`config.mk`:
```
export PLATFORM = sky130hd
export DESIGN_NAME = winograd_acc
export DESIGN_NICKNAME = d
export VERILOG_FILES = /design/src/rtl/winograd_acc_pkg.sv /design/src/rtl/winograd_acc_adder.sv /design/src/rtl/winograd_acc.sv
export SDC_FILE = /design/constraint.sdc
export NUM_CORES = 1
export LEC_CHECK = 0
export CAP_MARGIN = 20
export CORE_UTILIZATION = 59
export DETAILED_ROUTE_END_ITERATION = 10
export DONT_BUFFER_PORTS = 1
export GPL_ROUTABILITY_DRIVEN = 0
export PLACE_DENSITY = 0.9
export SLEW_MARGIN = 30
export SYNTH_ARGS = -nofsm -noshare
export SYNTH_HDL_FRONTEND = slang
export SYNTH_SLANG_ARGS = --single-unit
```
`constraint.sdc`:
```
create_clock -name clk_i -period 3 [get_ports clk_i]
set_clock_uncertainty 0.15 [all_clocks]
set_input_delay 0.45 -clock clk_i [delete_from_list [all_inputs] [get_ports clk_i]]
set_output_delay 0.45 -clock clk_i [all_outputs]
set_load 0.03 [all_outputs]
```
`src/rtl/winograd_acc_pkg.sv`:
```
// Shared types for the Winograd accumulator stage: FSM state encoding and
// the stage-1 (resolved carry-save) width helper.
package winograd_acc_pkg;

   typedef enum logic [1:0] {
      ACCUM = 2'd0,
      DRAIN = 2'd1,
      HOLD  = 2'd2
   } state_e;

   // Sum of two IN_SIZE operands needs one extra bit.
   function automatic int s1_width(input int in_size);
      return in_size + 1;
   endfunction

endpackage

```
`src/rtl/winograd_acc_adder.sv`:
```
// Stage-2 accumulator adder: ACC_SIZE add with carry out.
// WINOGRAD_ACC_SAT_EN defined: a carry clamps the sum to all-ones; otherwise wraps.
module winograd_acc_adder #(
   parameter int ACC_SIZE = 32
) (
   input  logic [ACC_SIZE-1:0] i_a,
   input  logic [ACC_SIZE-1:0] i_b,
   output logic [ACC_SIZE-1:0] o_sum,
   output logic                o_carry
);

   logic [ACC_SIZE:0] w_full;

   assign w_full  = {1'b0, i_a} + {1'b0, i_b};
   assign o_carry = w_full[ACC_SIZE];

`ifdef WINOGRAD_ACC_SAT_EN
   // Once clamped, later adds of any value carry again (or add zero), so the
   // accumulator stays at all-ones for the rest of the group without extra state.
   assign o_sum = w_full[ACC_SIZE] ? '1 : w_full[ACC_SIZE-1:0];
`else
   assign o_sum = w_full[ACC_SIZE-1:0];
`endif

endmodule

```
`src/rtl/winograd_acc.sv`:
```
// Winograd output accumulator: resolves the carry-save pair, accumulates over a
// run-time group length, emits one result per group. Optional macro: WINOGRAD_ACC_SAT_EN.
//
//   state | meaning
//   ACCUM | accepting beats (in_ready_o=1), counting towards the group length
//   DRAIN | last beat in stage 1, being folded into the accumulator
//   HOLD  | result presented (out_valid_o=1) until the downstream handshake
module winograd_acc
   import winograd_acc_pkg::*;
#(
   parameter int IN_SIZE  = 24,
   parameter int ACC_SIZE = 32,
   parameter int LEN_W    = 8
) (
   input  logic                clk_i,
   input  logic                rst_i,
   input  logic                in_valid_i,
   output logic                in_ready_o,
   input  logic [IN_SIZE-1:0]  in_data_i [0:1],
   input  logic [LEN_W-1:0]    len_i,
   output logic                out_valid_o,
   input  logic                out_ready_i,
   output logic [ACC_SIZE-1:0] out_data_o,
   output logic                out_ovf_o
);

   localparam int S1_W = s1_width(IN_SIZE);

   if (ACC_SIZE < S1_W) begin : g_bad_acc_size
      $error("winograd_acc: ACC_SIZE must be >= IN_SIZE+1");
   end

   state_e               r_state;
   state_e               w_state_nxt;
   logic                 w_in_ready;
   logic                 w_out_valid;

   logic [S1_W-1:0]      r_s1;
   logic                 r_s1_valid;
   logic                 r_first;
   logic                 r_ovf;
   logic [ACC_SIZE-1:0]  r_acc;
   logic [LEN_W-1:0]     r_cnt;
   logic [LEN_W-1:0]     r_len;

   logic                 w_accept;
   logic                 w_handshake;
   logic                 w_cnt_hit;
   logic [LEN_W-1:0]     w_len_eff;
   logic [LEN_W-1:0]     w_len_cur;
   logic [LEN_W-1:0]     w_cnt_inc;
   logic [ACC_SIZE-1:0]  w_add_a;
   logic [ACC_SIZE-1:0]  w_s1_ext;
   logic [ACC_SIZE-1:0]  w_sum;
   logic                 w_carry;

   assign w_accept    = in_valid_i && (r_state == ACCUM);
   assign w_handshake = (r_state == HOLD) && out_ready_i;

   // The first beat of a group uses len_i directly; later beats use the latched copy.
   assign w_len_eff = (len_i == '0) ? LEN_W'(1) : len_i;
   assign w_len_cur = (r_cnt == '0) ? w_len_eff : r_len;
   assign w_cnt_inc = r_cnt + LEN_W'(1);
   assign w_cnt_hit = (w_cnt_inc == w_len_cur);

   always_ff @(posedge clk_i) begin
      if (rst_i) begin
         r_state <= ACCUM;
      end else begin
         r_state <= w_state_nxt;
      end
   end

   always_comb begin
      w_state_nxt = r_state;
      w_in_ready  = 1'b0;
      w_out_valid = 1'b0;
      case (r_state)
         ACCUM: begin
            w_in_ready = 1'b1;
            if (in_valid_i && w_cnt_hit) begin
               w_state_nxt = DRAIN;
            end
         end
         DRAIN: begin
            w_state_nxt = HOLD;
         end
         HOLD: begin
            w_out_valid = 1'b1;
            if (out_ready_i) begin
               w_state_nxt = ACCUM;
            end
         end
         default: begin
            w_state_nxt = ACCUM;
         end
      endcase
   end

   assign in_ready_o  = w_in_ready;
   assign out_valid_o = w_out_valid;

   always_ff @(posedge clk_i) begin
      if (rst_i) begin
         r_cnt <= '0;
         r_len <= '0;
      end else if (w_handshake) begin
         r_cnt <= '0;
      end else if (w_accept) begin
         r_cnt <= w_cnt_inc;
         if (r_cnt == '0) begin
            r_len <= w_len_eff;
         end
      end
   end

   always_ff @(posedge clk_i) begin
      if (rst_i) begin
         r_s1       <= '0;
         r_s1_valid <= 1'b0;
      end else begin
         r_s1_valid <= w_accept;
         if (w_accept) begin
            r_s1 <= S1_W'(in_data_i[0]) + S1_W'(in_data_i[1]);
         end
      end
   end

   // Feeding zero as the first operand on the group's first beat loads s1
   // through the same adder, and can never produce a carry.
   assign w_s1_ext = ACC_SIZE'(r_s1);
   assign w_add_a  = r_first ? '0 : r_acc;

   winograd_acc_adder #(
      .ACC_SIZE (ACC_SIZE)
   ) u_adder (
      .i_a     (w_add_a),
      .i_b     (w_s1_ext),
      .o_sum   (w_sum),
      .o_carry (w_carry)
   );

   always_ff @(posedge clk_i) begin
      if (rst_i) begin
         r_acc   <= '0;
         r_ovf   <= 1'b0;
         r_first <= 1'b1;
      end else if (w_handshake) begin
         r_ovf   <= 1'b0;
         r_first <= 1'b1;
      end else if (r_s1_valid) begin
         r_acc   <= w_sum;
         r_ovf   <= (r_first ? 1'b0 : r_ovf) | w_carry;
         r_first <= 1'b0;
      end
   end

   assign out_data_o = r_acc;
   assign out_ovf_o  = r_ovf;

endmodule
```
* Yosys cells after proc, flatten, opt, wreduce, memory -nomap -nowiden
Index checks and enable logic that the tools add are counted.
Cells by class: bitwise gates (word level) 2, $add $sub $neg 3, muxes and demuxes 9, reduce and logical (&&, ||, !) cells 10, equality and inequality tests 5
Operator list (count):
- $add A32 B25 Y33 | 1
- $mux W32 | 1
- $add A24 B24 Y25 | 1
- $logic_not A8 Y1 | 2
- $mux W8 | 2
- $add A8 B1 Y8 const B | 1
- $eq A8 B8 Y1 | 1
- $pmux W2 S3 | 1
- $reduce_and A2 Y1 | 3
- $mux W2 | 2
- $logic_and A1 B1 Y1 | 3
- $mux W1 | 3
- $eq A2 B1 Y1 const B | 1
- $eq A2 B2 Y1 const B | 1
- $logic_not A2 Y1 | 1
- $ne A2 B1 Y1 const B | 1
- $ne A2 B2 Y1 const B | 1
- $reduce_or A2 Y1 | 1
- $not A1 Y1 | 1
- $or A1 B1 Y1 | 1
Word-level totals: word-level logic and storage cells 37, output and inout port bits 35, input bits 60, flip-flop bits (word level) 78

* Logic depth before layout (Yosys ltp)
word-level depth 7, gate-level depth with buffers 13

* Modules after synthesis
Synthesis repeated with hierarchy kept, for this count alone.
Second synthesis, totals: cell total of the unflattened synthesis 891, area, all modules 6691.4 um^2
By module, submodules not included:
- winograd_acc | instances 1, area an instance 4789.6 um^2, cells an instance 617, sequential area each 1561.5 um^2
- winograd_acc_adder | instances 1, area an instance 1901.8 um^2, cells an instance 274, sequential area each 0.0 um^2

* Worst setup path after synthesis
Ideal clock, no wire load.
path kind flip-flop to flip-flop, start register r_first, end register r_acc[26], in the netlist out_data_o[26], data arrival time 2.833 ns, required time 2.787 ns, library setup time 0.063 ns, stages on the path, launching flop included 14, path buffers 3, period minus slack after synthesis 3.046 ns, path slack -0.046 ns, cell sequence dfxtp_1 -> clkbuf_1 -> clkbuf_1 -> nor2b_1 -> ha_1 -> buf_6 -> a21o_1 -> a21o_1 -> a21oi_2 -> a21boi_2 -> a41o_2 -> o311ai_4 -> or4b_1 -> nand3_1
Between the ends: longest elaborated chain between the ends 2
Ends and longest elaborated chain:
- from (decl) | line winograd_acc.sv:40 | logic r_first;
- from (signal assigned) | line winograd_acc.sv:147 | r_first <= 1'b1;
- from (signal assigned) | line winograd_acc.sv:150 | r_first <= 1'b1;
- from (signal assigned) | line winograd_acc.sv:154 | r_first <= 1'b0;
- $mux W32 | line winograd_acc.sv:132 | assign w_add_a = r_first ? '0 : r_acc;
- $add A32 B25 Y33 | line winograd_acc_adder.sv:14 | assign w_full = {1'b0, i_a} + {1'b0, i_b};
- to (signal assigned) | line winograd_acc.sv:152 | r_acc <= w_sum;
- to (decl) | line winograd_acc.sv:42 | logic [ACC_SIZE-1:0] r_acc;
No other way between the ends. A chain may end at the register's enable or synchronous reset.

* Worst setup path after layout
start register r_first, end register r_acc[19], in the netlist out_data_o[19]
The elaborated chain is that of the path after synthesis.

==> impl_metrics.json <==
{
  "status": "complete, no violations",
  "grt_overflow": 0,
  "drv_cap": 0,
  "period_minus_slack_ns": 2.86,
  "critPathBufInv": 2,
  "final_net_count": 875,
  "cpMostUsedCell": "o21a_1",
  "die_y_um": 102,
  "ys.flop_type": "dfxtp_1",
  "p_int_w": 0.00196,
  "synth-edff-count": 0,
  "power_density_mw_per_mm2": 435,
  "fp-row-count": 36,
  "synth_cell_types": 65,
  "synth.net_count": 856,
  "period_share_pct": 95.4,
  "setup_tns_ns": 0,
  "port_buffers": 0,
  "grt_first_pass_wirelength_um": 26500,
  "dp_hpwl_um": 11900,
  "numCtsBuffers": 9,
  "area_growth_pct": 11.3,
  "vias_per_cell": 6.57,
  "cpPeakStageDelay_ns": 0.39,
  "ys_top_cells_by_area": "dfxtp_1, ha_1, a21oi_1",
  "clock.fmax_ghz": 0.349,
  "path_cells": "buf_12 > nor2b_2 > ha_1 > and4_1 > a21oi_2 > o21ai_1 > buf_4 > o31a_1 > o21a_1 > o21a_1 > o31ai_1 > o21ai_0",
  "setup_slack_ns": 0.137,
  "yosysSeqAreaShare_pct": 26.6,
  "worstPathRequired_ns": 3.11,
  "dr.first_iter.drc_count": 382,
  "hold_viol_final": 0,
  "met2WireLength_um": 7610,
  "wl_met3_um": 1750,
  "die_area_mm2": 0.0103,
  "cts.sinks": 78,
  "clock_latency_ns": 0.37,
  "end_kind": "flip-flop",
  "syn_area_mm2": 0.00586,
  "worstMarginPinSlew_ns": 0.520,
  "wl_met1_um": 6530,
  "slew-limit-headroom_pct": 65.2,
  "yosys.area.top_type": "dfxtp_1",
  "detail-route-antenna-nets": 0,
  "p_sw_share_pct": 31.0,
  "grt_pass1_vias": 5653,
  "seqPwrFrac_pct": 40.6,
  "start_kind": "flip-flop",
  "critPathKind": "reg2reg",
  "start_util_pct": 60.6,
  "grt_max_degree": 39,
  "setup_viol": 0,
  "place_ws_ns": -0.0618,
  "worst_path_max_delay_cell": "dfxtp_4",
  "routed_wl_um": 16400,
  "cts_tree": "built",
  "irDropWorstVdd_uv": 235,
  "maxSlewViolCount": 0,
  "hold_ws_ns": 0.0222,
  "dieWidth_um": 102,
  "async_flop_share_pct": 0,
  "coreArea_mm2": 0.00968,
  "track_usage_pct": 32.5,
  "cp_max_fo": 24,
  "drtPass1Iterations": 5,
  "cts_buffer_depth": 2,
  "switchingPower_w": 0.000881,
  "synthCells": 743,
  "synth_top_area_share_pct": 26.6,
  "drc": 0,
  "p_leak_nw": 2.77,
  "min_path_type": "in2reg",
  "htree_levels": 3,
  "crit_family": "compound AO/OA/AOI/OAI gates",
  "combPwrFrac_pct": 24.0,
  "yosysWarnings": 0,
  "vias": 5913,
  "ios": 95,
  "synth-seq-cells": 78,
  "cp_data_arrival_time_ns": 2.97,
  "diodes": 0,
  "syn_avg_cell_area_um2": 7.89,
  "routedWlPerCell_um": 18.2,
  "clkPwrFrac_pct": 35.4,
  "antenna_found_initial": 0,
  "drive_gt1_share_pct": 10.6,
  "cts_root_buf": "clkbuf_8",
  "clkTransAtPathRegs_ns": 0.09,
  "highest_layer": "met4"
}
## power groups by stage
stage | logic (W) | registers (W) | clock network (W)
detailed placement | 0.000644 | 0.00117 | 0
floorplan | 0.000491 | 0.00118 | 0
global placement | 0.000617 | 0.00117 | 0
finish | 0.000683 | 0.00115 | 0.00100
global route | 0.000745 | 0.00116 | 0.00106
CTS | 0.000665 | 0.00115 | 0.00101
## path summary, 6_finish.rpt
kind	from	to	slack, ns	depth (start not counted)
setup / recovery	r_first	out_data_o[19]	0.14	12
setup reg to reg	r_first	out_data_o[19]	0.14	12
hold / removal	rst_i	r_s1[11]	0.02	1
hold reg to reg	r_s1[12]	r_s1[12]	0.33	2
## synth_stat cells (7+ instances only)
cell type	count
o211ai_1	8
clkbuf_1	28
dfxtp_1	78
nor3_1	15
o21bai_1	7
a21o_1	29
inv_1	14
nand2_1	97
a21oi_1	78
o21a_1	12
o21ai_0	25
xnor2_1	29
nand3_1	31
nor2b_1	32
nand4_1	7
and3_1	10
mux2i_1	18
ha_1	51
xor2_1	15
nor2_1	48
## cell type report
cell class                      instances  area (um2)
Inverter                               14        52.6
Multi-Input combinational cell        617        4150
Clock buffer                           10         138
Clock inverter                          6         115
Timing Repair Buffer                   42         343
Tap cell                              133         166
Sequential cell                        78        1570
Fill cell                             740        3160
## cell usage in the layout, fill, tap and decap left out, types with 14 or more instances in the layout
cell type / instances
ha_1: 51
nor2b_1: 31
dfxtp_1: 77
inv_1: 14
nand2_1: 97
nor2_1: 48
buf_4: 39
xnor2_1: 29
o21ai_0: 23
a21oi_1: 75
nor3_1: 15
mux2i_1: 18
xor2_1: 15
nand3_1: 31
a21o_1: 29
## state kept, by name, summed over array words and instances, names as in the netlist
name and cells:
out_data_o 32, r_s1 25, r_cnt 8, r_len 8
r_state 2, out_ovf_o 1, r_first 1, r_s1_valid 1
## cell families (layout without fill, tap and decap cells)
family / Yosys count / in the layout / share of synthesized area [%]
adder cells (fa/ha/maj): 53 / 53 / 11.6
AND/OR/NAND/NOR: 288 / 288 / 24.6
multiplexers: 19 / 19 / 3.26
AO/OA/AOI/OAI: 213 / 213 / 24.1
flip-flops: 78 / 78 / 26.6
buffers and inverters: 48 / 72 / 3.20
XOR/XNOR: 44 / 44 / 6.57
## metal layers
| layer | up-vias | global-route usage (%) |
|---|---|---|
| met5 | - | 0 |
| met4 | 0 | 15.2 |
| met3 | 56 | 7.66 |
| met2 | 363 | 54.6 |
| met1 | 2745 | 39.3 |
| li1 | 2749 | - |
## through the flow
stage                     utilization [%]  cell area [um2]  instances  total power, W
final                                67.4             6530        900         0.00284
after global routing                 67.4             6530        900         0.00296
after CTS                            67.1             6490        899         0.00283
after detailed placement             63.9             6190        881         0.00182
after global placement               63.9             6190        881         0.00179
after floorplan                         -             5870        743         0.00167
## timing repair
action	4_1_cts	5_1_grt
endpoints found under the setup margin	10	15
resized for setup	5	9
setup buffers	0	1
endpoints found under the hold margin	35	0
pin swaps	0	4
hold buffers	2	0
Note: power is estimated with default switching activity, not from simulation.
